## config.mk

```make
export PLATFORM = sky130hd
export DESIGN_NAME = adder_mp_seq_flat
export DESIGN_NICKNAME = d
export VERILOG_FILES = /design/src/rtl/adder_pkg.sv /design/src/rtl/adder_mp_seq_if.sv /design/src/rtl/full_adder_32bit.sv /design/src/rtl/adder_mp_seq.sv /design/src/flat_wrapper.sv
export SDC_FILE = /design/constraint.sdc
export NUM_CORES = 1
export LEC_CHECK = 0
export CELL_PAD_IN_SITES_DETAIL_PLACEMENT = 0
export CELL_PAD_IN_SITES_GLOBAL_PLACEMENT = 1
export CORE_ASPECT_RATIO = 0.7
export CORE_UTILIZATION = 42
export DETAILED_ROUTE_END_ITERATION = 8
export PLACE_DENSITY = 0.95
export RECOVER_POWER = 25
export SKIP_CTS_REPAIR_TIMING = 1
export SYNTH_ARGS = -nofsm -noshare
export SYNTH_HDL_FRONTEND = slang
export SYNTH_SLANG_ARGS = --single-unit
export TNS_END_PERCENT = 10
```

## constraint.sdc

```tcl
create_clock -name clk -period 9.3 [get_ports clk]
set_clock_uncertainty 0.2 [all_clocks]
set_input_delay 0.93 -clock clk [delete_from_list [all_inputs] [get_ports clk]]
set_output_delay 0.93 -clock clk [all_outputs]
set_load 0.01 [all_outputs]
```

## src/rtl/adder_pkg.sv

```systemverilog
// Shared types and constants for the multi-precision add/sub sequencer.
package adder_pkg;

  localparam int WORD_W = 32;

  typedef enum logic [1:0] {IDLE, RUN, DONE} seq_state_t;

  // The word counter must be at least one bit wide even for single-word operands.
  function automatic int cnt_width(input int nwords);
    return (nwords > 1) ? $clog2(nwords) : 1;
  endfunction

endpackage

```

## src/rtl/adder_mp_seq_if.sv

```systemverilog
// Command/result handshake bundle between a command source, the sequencer and a result sink.
interface adder_mp_seq_if #(
  parameter int NWORDS = 4
);
  import adder_pkg::*;

  localparam int W = WORD_W;

  logic                in_valid;
  logic                in_ready;
  logic                in_sub;
  logic                in_cin;
  logic [NWORDS*W-1:0] in_a;
  logic [NWORDS*W-1:0] in_b;
  logic                out_valid;
  logic                out_ready;
  logic [NWORDS*W-1:0] out_sum;
  logic                out_cout;
  logic                out_ovf;

  modport master (
    output in_valid, in_sub, in_cin, in_a, in_b, out_ready,
    input  in_ready, out_valid, out_sum, out_cout, out_ovf
  );

  modport slave (
    input  in_valid, in_sub, in_cin, in_a, in_b, out_ready,
    output in_ready, out_valid, out_sum, out_cout, out_ovf
  );

endinterface

```

## src/rtl/full_adder_32bit.sv

```systemverilog
// Combinational 32-bit adder with carry-in and carry-out; one word slice of the sequencer.
module full_adder_32bit (
  input  logic [31:0] a,
  input  logic [31:0] b,
  input  logic        cin,
  output logic [31:0] sum,
  output logic        cout
);

  assign {cout, sum} = {1'b0, a} + {1'b0, b} + {32'd0, cin};

endmodule

```

## src/rtl/adder_mp_seq.sv

```systemverilog
// Multi-precision add/sub: one 32-bit adder reused over NWORDS cycles, LS word first,
// with the inter-word carry held in a register.
module adder_mp_seq
  import adder_pkg::*;
#(
  parameter int NWORDS = 4
) (
  input  logic           clk,
  input  logic           rst_n,
  adder_mp_seq_if.slave  bus
);

  localparam int              W    = WORD_W;
  localparam int              CW   = cnt_width(NWORDS);
  localparam logic [CW-1:0]   LAST = CW'(NWORDS - 1);

  seq_state_t                  state_reg;
  seq_state_t                  state_next;
  logic [CW-1:0]               cnt_reg;
  logic                        carry_reg;
  logic [NWORDS-1:0][W-1:0]    a_reg;
  logic [NWORDS-1:0][W-1:0]    b_reg;
  logic                        cout_reg;
  logic                        ovf_reg;
  logic [NWORDS*W-1:0]         sum_flat;

  logic                        ready;
  logic                        accept;
  logic                        last_word;
  logic [W-1:0]                a_word;
  logic [W-1:0]                b_word;
  logic [W-1:0]                add_sum;
  logic                        add_cout;

  assign last_word = (cnt_reg == LAST);
  assign accept    = bus.in_valid && ready;

  always_ff @(posedge clk or negedge rst_n) begin
    if (!rst_n) begin
      state_reg <= IDLE;
    end else begin
      state_reg <= state_next;
    end
  end

  always_comb begin
    state_next = state_reg;
    ready      = 1'b0;
    case (state_reg)
      IDLE: begin
        ready = 1'b1;
        if (bus.in_valid) state_next = RUN;
      end
      RUN: begin
        if (last_word) state_next = DONE;
      end
      DONE: begin
        // Consuming the result frees the datapath, so a waiting command is taken on the same edge.
        ready = bus.out_ready;
        if (bus.out_ready) state_next = bus.in_valid ? RUN : IDLE;
      end
      default: state_next = IDLE;
    endcase
  end

  always_comb begin
    a_word = '0;
    b_word = '0;
    for (int i = 0; i < NWORDS; i++) begin
      if (cnt_reg == CW'(i)) begin
        a_word = a_reg[i];
        b_word = b_reg[i];
      end
    end
  end

  full_adder_32bit u_fa (
    .a    (a_word),
    .b    (b_word),
    .cin  (carry_reg),
    .sum  (add_sum),
    .cout (add_cout)
  );

  always_ff @(posedge clk or negedge rst_n) begin
    if (!rst_n) begin
      cnt_reg   <= '0;
      carry_reg <= 1'b0;
      a_reg     <= '0;
      b_reg     <= '0;
      cout_reg  <= 1'b0;
      ovf_reg   <= 1'b0;
    end else if (accept) begin
      // Subtraction is A + ~B + 1: B is stored inverted and the initial carry forced high.
      a_reg     <= bus.in_a;
      b_reg     <= bus.in_sub ? ~bus.in_b : bus.in_b;
      carry_reg <= bus.in_sub | bus.in_cin;
      cnt_reg   <= '0;
    end else if (state_reg == RUN) begin
      carry_reg <= add_cout;
      if (last_word) begin
        cout_reg <= add_cout;
        ovf_reg  <= (a_word[W-1] == b_word[W-1]) && (add_sum[W-1] != a_word[W-1]);
      end else begin
        cnt_reg <= cnt_reg + 1'b1;
      end
    end
  end

  // Each result word only changes in its own RUN slot, so unwritten words keep the previous result.
  genvar gi;
  generate
    for (gi = 0; gi < NWORDS; gi++) begin : g_word
      logic [W-1:0] word_reg;

      always_ff @(posedge clk or negedge rst_n) begin
        if (!rst_n) begin
          word_reg <= '0;
        end else if (state_reg == RUN && cnt_reg == CW'(gi)) begin
          word_reg <= add_sum;
        end
      end

      assign sum_flat[gi*W +: W] = word_reg;
    end
  endgenerate

  assign bus.in_ready  = ready;
  assign bus.out_valid = (state_reg == DONE);
  assign bus.out_sum   = sum_flat;
  assign bus.out_cout  = cout_reg;
  assign bus.out_ovf   = ovf_reg;

endmodule

```

## src/flat_wrapper.sv

```systemverilog
// flat-port wrapper written by rule: the top's interface ports become plain ports
module adder_mp_seq_flat import adder_pkg::*;
#(
  parameter int NWORDS = 4
)
  (clk, rst_n, bus_in_valid, bus_in_sub, bus_in_cin, bus_in_a, bus_in_b, bus_out_ready, bus_in_ready, bus_out_valid, bus_out_sum, bus_out_cout, bus_out_ovf);
  adder_mp_seq_if #(.NWORDS(NWORDS)) bus_i ();
  input  logic clk;
  input  logic rst_n;
  input wire logic [$bits(bus_i.in_valid)-1:0] bus_in_valid;
  input wire logic [$bits(bus_i.in_sub)-1:0] bus_in_sub;
  input wire logic [$bits(bus_i.in_cin)-1:0] bus_in_cin;
  input wire logic [$bits(bus_i.in_a)-1:0] bus_in_a;
  input wire logic [$bits(bus_i.in_b)-1:0] bus_in_b;
  input wire logic [$bits(bus_i.out_ready)-1:0] bus_out_ready;
  output wire logic [$bits(bus_i.in_ready)-1:0] bus_in_ready;
  output wire logic [$bits(bus_i.out_valid)-1:0] bus_out_valid;
  output wire logic [$bits(bus_i.out_sum)-1:0] bus_out_sum;
  output wire logic [$bits(bus_i.out_cout)-1:0] bus_out_cout;
  output wire logic [$bits(bus_i.out_ovf)-1:0] bus_out_ovf;
  assign bus_i.in_valid = bus_in_valid;
  assign bus_i.in_sub = bus_in_sub;
  assign bus_i.in_cin = bus_in_cin;
  assign bus_i.in_a = bus_in_a;
  assign bus_i.in_b = bus_in_b;
  assign bus_i.out_ready = bus_out_ready;
  assign bus_in_ready = bus_i.in_ready;
  assign bus_out_valid = bus_i.out_valid;
  assign bus_out_sum = bus_i.out_sum;
  assign bus_out_cout = bus_i.out_cout;
  assign bus_out_ovf = bus_i.out_ovf;
  adder_mp_seq #(.NWORDS(NWORDS)) u_core (.clk(clk), .rst_n(rst_n), .bus(bus_i));
endmodule
```

==> results_dict.tcl <==
set metrics [dict create \
    seq_area_mm2 0.00978 \
    vias_per_cell 5.25 \
    clkLatencyLatePin_ns 0.55 \
    crit_arrival_ns 6.31 \
    yosys_register_bits 391 \
    ys_types 69 \
    placement.io_buffers 393 \
    status "finished with violations" \
    r2r_cells 11 \
    relSlewSlack -0.481 \
    gr-total-overflow 0 \
    final_common_cell "nand2_1" \
    rsz0062_at_grt "no" \
    die_y_um 183 \
    synth_ff_type "dfrtp_1" \
    fmax_mhz 164 \
    yosys_warnings 0 \
    grt_max_degree 254 \
    async_flop_share 1.00 \
    synth.cell_area_mm2 0.0196 \
    worstPathRequired_ns 9.50 \
    ioPinCount 394 \
    hpwl_um 45500 \
    setup_viol 0 \
    drc 0 \
    antenna_left 0 \
    rr_startpoint "u_core.cnt_reg[0]$_DFFE_PN0P_" \
    nets 2953 \
    n_fill_cell 4135 \
    die_w_um 260 \
    critPathKind "flip-flop to flip-flop" \
    cts_sinks 391 \
    firstDrtPassIters 5 \
    violations "max-capacitance violations, max-slew violations" \
    synth_nets 2666 \
    grt_pass1_wl_um 96400 \
    multi_input_area_mm2 0.00920 \
    ys_seq_area_frac 0.499 \
    htree_levels 2 \
    antenna_found_initial 5 \
    path_max_fanout 76 \
    p_per_area_mw_per_mm2 384 \
    layout-drive-gt1-share 0.0429 \
    r2r-end "u_core.g_word[3].word_reg[31]$_DFFE_PN0P_" \
    cts_root_buffer "clkbuf_16" \
    wl_per_cell_um 19.1 \
    numCtsBuffers 40 \
    synthTopCellsByArea "dfrtp_1, nand2_1, o21ai_0" \
    period_needed_ns 6.11 \
    max-vdd-ir-drop_v 0.000181 \
    syn_to_final_growth_pct 28.5 \
    hold_path.class "primary input to async pin" \
    cap_violations 1 \
    finalHoldViolCount 0 \
    core_area_mm2 0.0455 \
    initial_core_util 0.431 \
    layout_common_cells "nand2_1, clkdlybuf4s50_1, dfrtp_1" \
    period_share 0.657 \
    gp_congestion 0.918 \
    placedCellCount 3215 \
    worst_hold_slack_ns 0.234 \
    critical_path.startpoint_type "flip-flop" \
    grt.total_usage 0.262 \
    rows 65 \
    power_mw 9.68 \
    end_kind "flip-flop" \
    die_area_mm2 0.0476 \
    synth_top_area_frac 0.499 \
    rrSetupSlack_ns 3.19 \
    p_leak_nw 11.3 \
    drt_wl_total_um 62800 \
    setup_tns_ns 0 \
    synth_edf_count 0 \
    cts.clk_slew.worst_paths_ns 0.06 \
    syn_avg_cell_area_um2 8.29 \
    finalNonFillerCells 3286 \
    grt_pass1_vias 17100 \
    yosysTopAreaCell "dfrtp_1" \
    slew_violations 61 \
    syn_inst 2367 \
    drt_iter0_markers 1533 \
    tightest_slew_ns 2.22 \
    cts_buffer_depth 3 \
    vias 17300 \
    cts_tree "built" \
]
==> critical path: stages, from the launching register on <==
cell      delay [ns]
dfrtp_1         0.45
ha_1            1.70
buf_4           0.80
o21ai_0         0.38
ha_1            0.47
a21oi_2         0.24
o21ai_0         0.20
nor3_1          0.48
a211oi_1        0.21
o22ai_2         0.28
xor2_1          0.36
o21ai_0         0.14
==> metal layers <==
layer / track usage / routed length (µm)
met1: 0.362 / 28100
met2: 0.425 / 29000
met4: 0.0676 / 1470
met5: 0 / 33
met3: 0.0481 / 4200
==> cell families after synthesis <==
family / after synthesis / share of synthesized area
fa+ha+maj: 37 / 0.0244
mux: 4 / 0.00204
flops: 391 / 0.499
simple gates: 1019 / 0.204
compound gates: 584 / 0.167
xor+xnor: 155 / 0.0695
buf+inv: 177 / 0.0353
==> metrics by stage <==
step | instance area, µm² | util | setup WS (ns)
after floorplan | 19600 | - | 5.24
after global placement | 23900 | 0.524 | 4.15
after detailed placement | 23900 | 0.524 | 4.09
after CTS | 25200 | 0.554 | 4.05
after global routing | 25200 | 0.554 | 2.74
final | 25200 | 0.554 | 3.19
==> synthesized netlist by cell type (5+ instances only) <==
| cell | instances |
|---|---|
| o211ai_1 | 7 |
| inv_1 | 14 |
| o311ai_1 | 5 |
| nand4_1 | 12 |
| xnor2_1 | 140 |
| nor3_1 | 16 |
| a31oi_1 | 6 |
| buf_2 | 5 |
| o21ai_1 | 19 |
| xor2_1 | 14 |
| o21a_1 | 9 |
| nand2b_1 | 10 |
| a211oi_1 | 8 |
| nand2_1 | 797 |
| clkbuf_1 | 141 |
| nand3_1 | 10 |
| a21oi_1 | 165 |
| nor2_1 | 148 |
| dfrtp_1 | 391 |
| buf_1 | 11 |
| a21o_1 | 10 |
| ha_1 | 35 |
| o21ai_0 | 311 |
==> cell type report <==
type / instances / area share
inverters: 14 / 0.00208
clock buffers: 60 / 0.0479
clock inverters: 10 / 0.00551
repair buffers: 408 / 0.162
multi-input cells: 1799 / 0.365
flip-flops and latches: 391 / 0.388
well taps: 603 / 0.0299
diodes: 1 / 0.0000992
==> worst max-delay path by stage <==
stage	startpoint	endpoint	slack [ns]	cells past startpoint
after floorplan	u_core.cnt_reg[0]$_DFFE_PN0P_	u_core.g_word[2].word_reg[30]$_DFFE_PN0P_	5.24	21
after global placement	u_core.cnt_reg[1]$_DFFE_PN0P_	u_core.g_word[1].word_reg[23]$_DFFE_PN0P_	4.15	16
after detailed placement	u_core.cnt_reg[1]$_DFFE_PN0P_	u_core.g_word[3].word_reg[31]$_DFFE_PN0P_	4.09	16
after CTS	u_core.cnt_reg[1]$_DFFE_PN0P_	u_core.g_word[3].word_reg[31]$_DFFE_PN0P_	4.05	16
after global routing	u_core.cnt_reg[0]$_DFFE_PN0P_	u_core.g_word[3].word_reg[31]$_DFFE_PN0P_	2.74	11
final	u_core.cnt_reg[0]$_DFFE_PN0P_	u_core.g_word[3].word_reg[31]$_DFFE_PN0P_	3.19	11
==> report_power, final <==
part	internal (mW)	total [mW]	switching, mW
registers	2.49	2.94	0.444
logic	1.78	5.08	3.29
clock network	0.981	1.67	0.686
total	5.26	9.68	4.42
No activity file was read; power rests on OpenSTA's default activity.
